<file path="config.mk">
export PLATFORM = sky130hd
export DESIGN_NAME = adc_ram_wr
export DESIGN_NICKNAME = d
export VERILOG_FILES = /design/src/rtl/adc_ram_wr.sv
export SDC_FILE = /design/constraint.sdc
export NUM_CORES = 1
export LEC_CHECK = 0
export ABC_AREA = 1
export CAP_MARGIN = 20
export CELL_PAD_IN_SITES_DETAIL_PLACEMENT = 1
export CELL_PAD_IN_SITES_GLOBAL_PLACEMENT = 1
export CORE_MARGIN = 2
export CORE_UTILIZATION = 40
export CTS_BUF_LIST = sky130_fd_sc_hd__clkbuf_16
export CTS_CLUSTER_DIAMETER = 50
export CTS_CLUSTER_SIZE = 16
export DETAILED_ROUTE_END_ITERATION = 10
export GPL_TIMING_DRIVEN = 0
export PLACE_DENSITY = 0.76
export SYNTH_ARGS = -nofsm -noshare
export SYNTH_HDL_FRONTEND = slang
export SYNTH_SLANG_ARGS = --single-unit
</file>
<file path="constraint.sdc">
create_clock -name clk -period 2.45 [get_ports clk]
set_input_delay 0.3675 -clock clk [delete_from_list [all_inputs] [get_ports clk]]
set_output_delay 0.3675 -clock clk [all_outputs]
set_load 0.01 [all_outputs]
</file>
<file path="src/rtl/adc_ram_wr.sv">
// Frame capture engine: fills a DEPTH-point sample RAM with decimated ADC samples,
// optionally starting on a rising crossing of a trigger level, then holds wr_done.
module adc_ram_wr #(
  parameter int ADDR_W = 12,
  parameter int DEPTH  = 4096,
  parameter int DATA_W = 12
) (
  input  logic              clk,
  input  logic              rst_n,
  input  logic              start,
  input  logic [DATA_W-1:0] adc_data,
  input  logic              adc_valid,
  input  logic [15:0]       decim,
  input  logic              trig_en,
  input  logic [DATA_W-1:0] trig_level,
  output logic              ram_we,
  output logic [ADDR_W-1:0] ram_waddr,
  output logic [DATA_W-1:0] ram_wdata,
  output logic              busy,
  output logic              wr_done
);

  typedef enum logic [1:0] {IDLE, ARM, FILL, DONE} state_t;

  state_t              state;
  logic [15:0]         decim_q;
  logic [15:0]         dcnt;
  logic [DATA_W-1:0]   level_q;
  logic [DATA_W-1:0]   prev;
  logic                prev_valid;
  logic [ADDR_W-1:0]   cnt;

  // One-entry stage between the accept decision and the RAM write port.
  logic                pend;
  logic                pend_last;
  logic [ADDR_W-1:0]   pend_addr;
  logic [DATA_W-1:0]   pend_data;

  logic                crossing;
  logic                accept;
  logic                last_accept;
  logic [15:0]         dcnt_next;

  assign crossing    = prev_valid && (prev < level_q) && (adc_data >= level_q);
  assign accept      = adc_valid && (((state == ARM) && crossing) ||
                                     ((state == FILL) && (dcnt == '0)));
  assign last_accept = accept && (cnt == ADDR_W'(DEPTH - 1));
  assign dcnt_next   = (dcnt == decim_q) ? '0 : dcnt + 16'd1;

  // NOTE: every register here is sequential state, so only non-blocking
  // assignments are used; blocking ones would make later reads in this block
  // see the new value and break the one-cycle accept-to-write pipeline.
  always_ff @(posedge clk) begin
    if (!rst_n) begin
      state      <= IDLE;
      decim_q    <= '0;
      dcnt       <= '0;
      level_q    <= '0;
      prev       <= '0;
      prev_valid <= 1'b0;
      cnt        <= '0;
      pend       <= 1'b0;
      pend_last  <= 1'b0;
      pend_addr  <= '0;
      pend_data  <= '0;
      ram_we     <= 1'b0;
      ram_waddr  <= '0;
      ram_wdata  <= '0;
      busy       <= 1'b0;
      wr_done    <= 1'b0;
    end else if (start) begin
      // start wins over everything, including an accept or a pending write.
      decim_q    <= decim;
      level_q    <= trig_level;
      dcnt       <= '0;
      cnt        <= '0;
      prev_valid <= 1'b0;
      pend       <= 1'b0;
      pend_last  <= 1'b0;
      ram_we     <= 1'b0;
      wr_done    <= 1'b0;
      busy       <= 1'b1;
      state      <= trig_en ? ARM : FILL;
    end else begin
      ram_we <= pend;
      if (pend) begin
        ram_waddr <= pend_addr;
        ram_wdata <= pend_data;
        if (pend_last) begin
          wr_done <= 1'b1;
          busy    <= 1'b0;
        end
      end

      pend      <= accept;
      pend_last <= last_accept;
      if (accept) begin
        pend_addr <= cnt;
        pend_data <= adc_data;
        cnt       <= cnt + 1'b1;
      end

      unique case (state)
        ARM: begin
          if (adc_valid) begin
            prev       <= adc_data;
            prev_valid <= 1'b1;
            if (crossing) begin
              // The trigger sample counts as the first kept sample.
              state <= last_accept ? DONE : FILL;
              dcnt  <= 16'(decim_q != '0);
            end
          end
        end
        FILL: begin
          if (adc_valid) begin
            dcnt <= dcnt_next;
            if (last_accept) state <= DONE;
          end
        end
        default: ;
      endcase
    end
  end

endmodule
</file>
Word level (Yosys, flattened, before mapping)
Index checks and enable logic that the tools add are counted. W data, S select, Z words.

Register bits: 124. Bits in latches: 0. RAM bits: 0. Bits in read-only memories: 0. Input bits: 45. Output and inout port bits: 27. Logic and storage cells: 71. Memories: 0.

Add/sub/neg operators: 2. Multiply operators: 0. Div/mod/pow operators: 0. Magnitude comparators: 2. Eq/ne operators: 11. Shift-type cells: 0. Muxes and demuxes: 16. Bitwise operators: 2. Reductions and logical operators: 22.

Operator list (count): $mux W16 (4); $pmux W16 S2 (1); $add A16 B1 Y16 const B (1); $eq A16 B16 Y1 (1); $logic_not A16 Y1 (1); $reduce_bool A16 Y1 (1); $add A12 B1 Y12 const B (1); $eq A12 B12 Y1 const B (1); $ge A12 B12 Y1 (1); $lt A12 B12 Y1 (1); $mux W2 (6); $ne A3 B3 Y1 const B (4); $reduce_and A2 Y1 (5); $logic_and A1 B1 Y1 (6); $ne A2 B2 Y1 const B (3); $reduce_bool A2 Y1 (3); $reduce_and A5 Y1 (1); $mux W1 (4); $pmux W2 S2 (1); $reduce_and A4 Y1 (1); $reduce_and A3 Y1 (1); $reduce_bool A3 Y1 (1); $eq A2 B1 Y1 const B (1); $eq A2 B2 Y1 const B (1); other kinds (3) (4).

Depth between registers and ports, before layout
Depth after elaboration: 12. Mapped depth: 17. Depth with buffers taken out: 17.

Worst setup path after synthesis
No wires, ideal clock.

Path type: reg-to-reg. From: register level_q[5]. To: register dcnt[7]. Library setup time: 0.130 ns. Data arrival time: 1.839 ns. Data required time: 2.320 ns. Path slack: 0.481 ns. Stages on the path, launching flop included: 18. Path buffers: 1. Clock period less this slack: 1.969 ns. Cells stage by stage: dfxtp_1 -> inv_1 -> ha_1 -> nand2_1 -> nand2_1 -> nand2_1 -> nand2_1 -> nand2_1 -> nand2_1 -> a21oi_2 -> nand3_4 -> nand2_1 -> nand2_2 -> o21ai_1 -> buf_4 -> inv_1 -> nand2_1 -> a21oi_1.

Word-level cells in the longest chain between the ends: 5. Elaborated cells on any way between the ends: 6. Those cells by class: order compare (2); eq/ne (1); reduce/logical (3).

Ends and longest elaborated chain: start, declared (line 28) `logic [DATA_W-1:0] level_q;`; start signal, assigned (line 74) `level_q <= trig_level;`; $lt A12 B12 Y1 (line 44) `assign crossing = prev_valid && (prev < level_q) && (adc_data >= level_q);`; $logic_and A1 B1 Y1 (line 44); $logic_and A1 B1 Y1 * (line 44); $ne A2 B2 Y1 (no source line) *; $reduce_and A4 Y1 (no source line) *; end signal, assigned (line 111) `dcnt <= 16'(decim_q != '0);`; end signal, assigned (line 117) `dcnt <= dcnt_next;`; end, declared (line 27) `logic [15:0] dcnt;`.

Mark *: on every way between the ends. The rest lies on a longest branch, timed or not. A chain may end at the register's enable or synchronous reset.

Worst setup path after layout
From: input adc_data[10]. To: register cnt[7].

Word-level cells in the longest chain between the ends: 5.

Ends and longest elaborated chain: start, declared (line 11) `input logic [DATA_W-1:0] adc_data,`; $ge A12 B12 Y1 (line 44); $logic_and A1 B1 Y1 (line 44); $logic_and A1 B1 Y1 (line 45) `assign accept = adc_valid && (((state == ARM) && crossing) ||`; $logic_or A1 B1 Y1 (line 45); $logic_and A1 B1 Y1 (line 45); end signal, assigned (line 100) `cnt <= cnt + 1'b1;`; end, declared (line 31) `logic [ADDR_W-1:0] cnt;`.

Every way passes these cells.

==> summary.txt <==
outcome - completed
CP Capture Type - flip-flop
full die area - 0.01524 mm^2
per-cell routed wire length - 17.59 um
routability cong. - 0.8207
Inserted Diodes - 0
number of global-route vias before repair - 5900
largest net degree at the start of global routing - 17
Clk network pwr share - 48.6%
Post-Syn Instances - 777
H-tree lvl count - 4
Placed Cells - 1026
first-pass GRT wire length - 29410 um
Placed Area - 0.006624 mm^2
Worst-Margin Slew - 651.5 ps
Seq/Total Area, Yosys - 43.49%
remaining antenna violation count - 0
aggregate routed wire length - 18680 um
Psw - 1305 uW
vias per cell - 5.217
critical path launch point type - input port
Internal - 3866 uW
Seq pwr share - 40.9%
initial antenna violation count - 0
Area Growth Syn to Fin - 28.17%
core area - 0.01393 mm^2
area of the mapped netlist - 0.005708 mm^2
fraction of layout cells with a size suffix above 1 - 7.937%
Layout Cells excl Fill - 1062
Crit path required time - 2770 ps
fmax - 430.6 MHz
PD cells - 706.8 mW/mm^2
hold_buf cts - 0
die width - 123.5 um
most common cell in the netlist - dfxtp_1
Final period util - 94.78%
Vias - 5540
Synth Net Count - 848
relative slew slack - 56.57%
nets - 940
final hold violations - 0
Clock Skew - 10.03 ps
total chip power - 5171 uW
fin. max-slew vios - 0
Post-synth top cells - 124 x dfxtp_1, 123 x nor2_1, 122 x nand2_1
register clock-pin slew on the reported worst setup and hold paths - 60 ps
peak supply drop - 0.0005492 V
RSZ-0062 raised after global routing - yes
DR iter-0 viols - 236
Distinct cells, synth - 36
CTS tree - yes
worst path arrival time - 2650 ps
drt pass-1 iters - 4
Max FO, Critical Path - 4
Fin Hold WS - 280.2 ps
die height - 123.5 um
final instance area - 0.007316 mm^2
DP Wirelength - 13710 um
Yosys top cell area share - 43.49%
Setup WS post-layout - 127.9 ps
synthesized area per cell - 7.346 um^2
Skew-Pair Late Insertion Delay - 430 ps
fin crit period - 2322 ps
row cnt - 43
top cells by area, synth - dfxtp_1 43%, nor2_1 8.1%, nand2_1 8.0%
total grt overflow - 0
largest area contributor in the netlist - dfxtp_1
I/O Buffers - 69
ys async rst share - 0%
DRC - 0
Initial Utilization - 40.96%
Place WS - -495.7 ps
Max Cap Viol - 0
number of synthesized flops with an enable pin - 0
Final Setup Violations - 0
type of the worst setup path - in2reg
Most used DFF post-synth - dfxtp_1
TritonCTS Buffers - 17
GRT Overall Usage - 25.62%
clock root cell - clkbuf_16
sw frac - 25.24%
synth warn - 0
HP Class - in2reg
CTS Buffer Depth - 2
IO Count - 72
FF+latch count, synth - 124
clock sink total - 124
Leak Pwr - 0.002806 uW
Logic pwr share - 10.4%
final timing paths:
kind / cells past startpoint / from / slack (ps) / endpoint
hold / removal: 3 / adc_data[11] / 280 / prev[11]
setup / recovery: 16 / adc_data[10] / 130 / cnt[7]
hold reg to reg: 2 / pend_addr[2] / 460 / pend_addr[2]
setup reg to reg: 14 / level_q[11] / 150 / dcnt[3]
state kept, by name, summed over array words and instances (netlist names):
signal and count:
dcnt 16, decim_q 16, cnt 12, level_q 12
pend_addr 12, pend_data 12, prev 12, ram_waddr 12
ram_wdata 12, state 2, busy 1, pend 1
pend_last 1, prev_valid 1, ram_we 1, wr_done 1
repair_timing:
| action | in CTS | in global routing |
|---|---|---|
| pin swaps | 0 | 5 |
| endpoints found under the hold margin | 0 | 0 |
| setup endpoints to repair | 2 | 39 |
| buffers inserted | 0 | 4 |
| gates resized for setup | 2 | 23 |
power by group through the flow:
stage               Clock [uW]  Sequential (uW)  Combinational (uW)
floorplan                    0             2150                 298
global placement             0             2150                 485
detailed placement           0             2160                 508
CTS                       2550             2120                 519
global route              2630             2120                 605
finish                    2520             2120                 540
cells by family (layout without fill, tap and decap cells):
group / Yosys count / count (layout) / share of synthesized area (%)
AND/OR/NAND/NOR: 328 / 328 / 24.73
AO/OA/AOI/OAI: 167 / 167 / 15.21
flip-flops: 124 / 124 / 43.49
buffers and inverters: 114 / 219 / 8.110
adder cells (fa/ha/maj): 26 / 26 / 5.699
XOR/XNOR: 18 / 18 / 2.762
per-stage QoR:
step                setup TNS (ps)  utilization (%)
floorplan                        0                -
global placement            -14610            47.54
detailed placement          -18660            47.54
CTS                              0            51.76
global route                -228.7            52.50
finish                           0            52.50
cell type report:
cell class / count / area [um^2]
plain buffers: 35 / 186.4
inverters: 79 / 296.5
well taps: 180 / 225.2
flip-flops and latches: 124 / 2482
repair buffers: 73 / 723.2
fillers: 1738 / 6619
clock inverters: 15 / 157.7
multi-input cells: 539 / 2819
clock buffers: 17 / 425.4
cells in the final DEF (no fill, tap or decap), drive strengths merged:
cell and instances:
dlymetal6s2s 1, ha 26, clkbuf 40, xor2 11, nand3 41, o211ai 1
o2111ai 1, o31ai 1, clkdlybuf4s50 68, inv 79, nor3 15, buf 16
clkinvlp 3, a21oi 84, bufinv 3, clkinv 9, o21ai 78, a211oi 2
xnor2 7, nor3b 3, nor4 7, nor2 124, nand3b 1, dfxtp 124
nand2 125, and2 1, or2 1, nand4 10
per-layer routing:
layer | routed length [um] | track usage [%]
met5 | 0 | 0
met4 | 303 | 8.097
met3 | 760 | 5.812
met2 | 9374 | 45.50
met1 | 8238 | 30.52
worst max-delay path: stages:
cell and delay [ps]:
clkdlybuf4s50_1 490, ha_1 310, nand2_1 60, inv_1 70
nand3_2 90, a21oi_2 120, nor2_1 60, nand2_2 120
nand3_4 120, a21oi_4 270, buf_4 160, nand3_1 90
nor2_1 150, nand2_1 60, nand2_1 60, nor2_1 40
(Power assumes the default switching activity.)
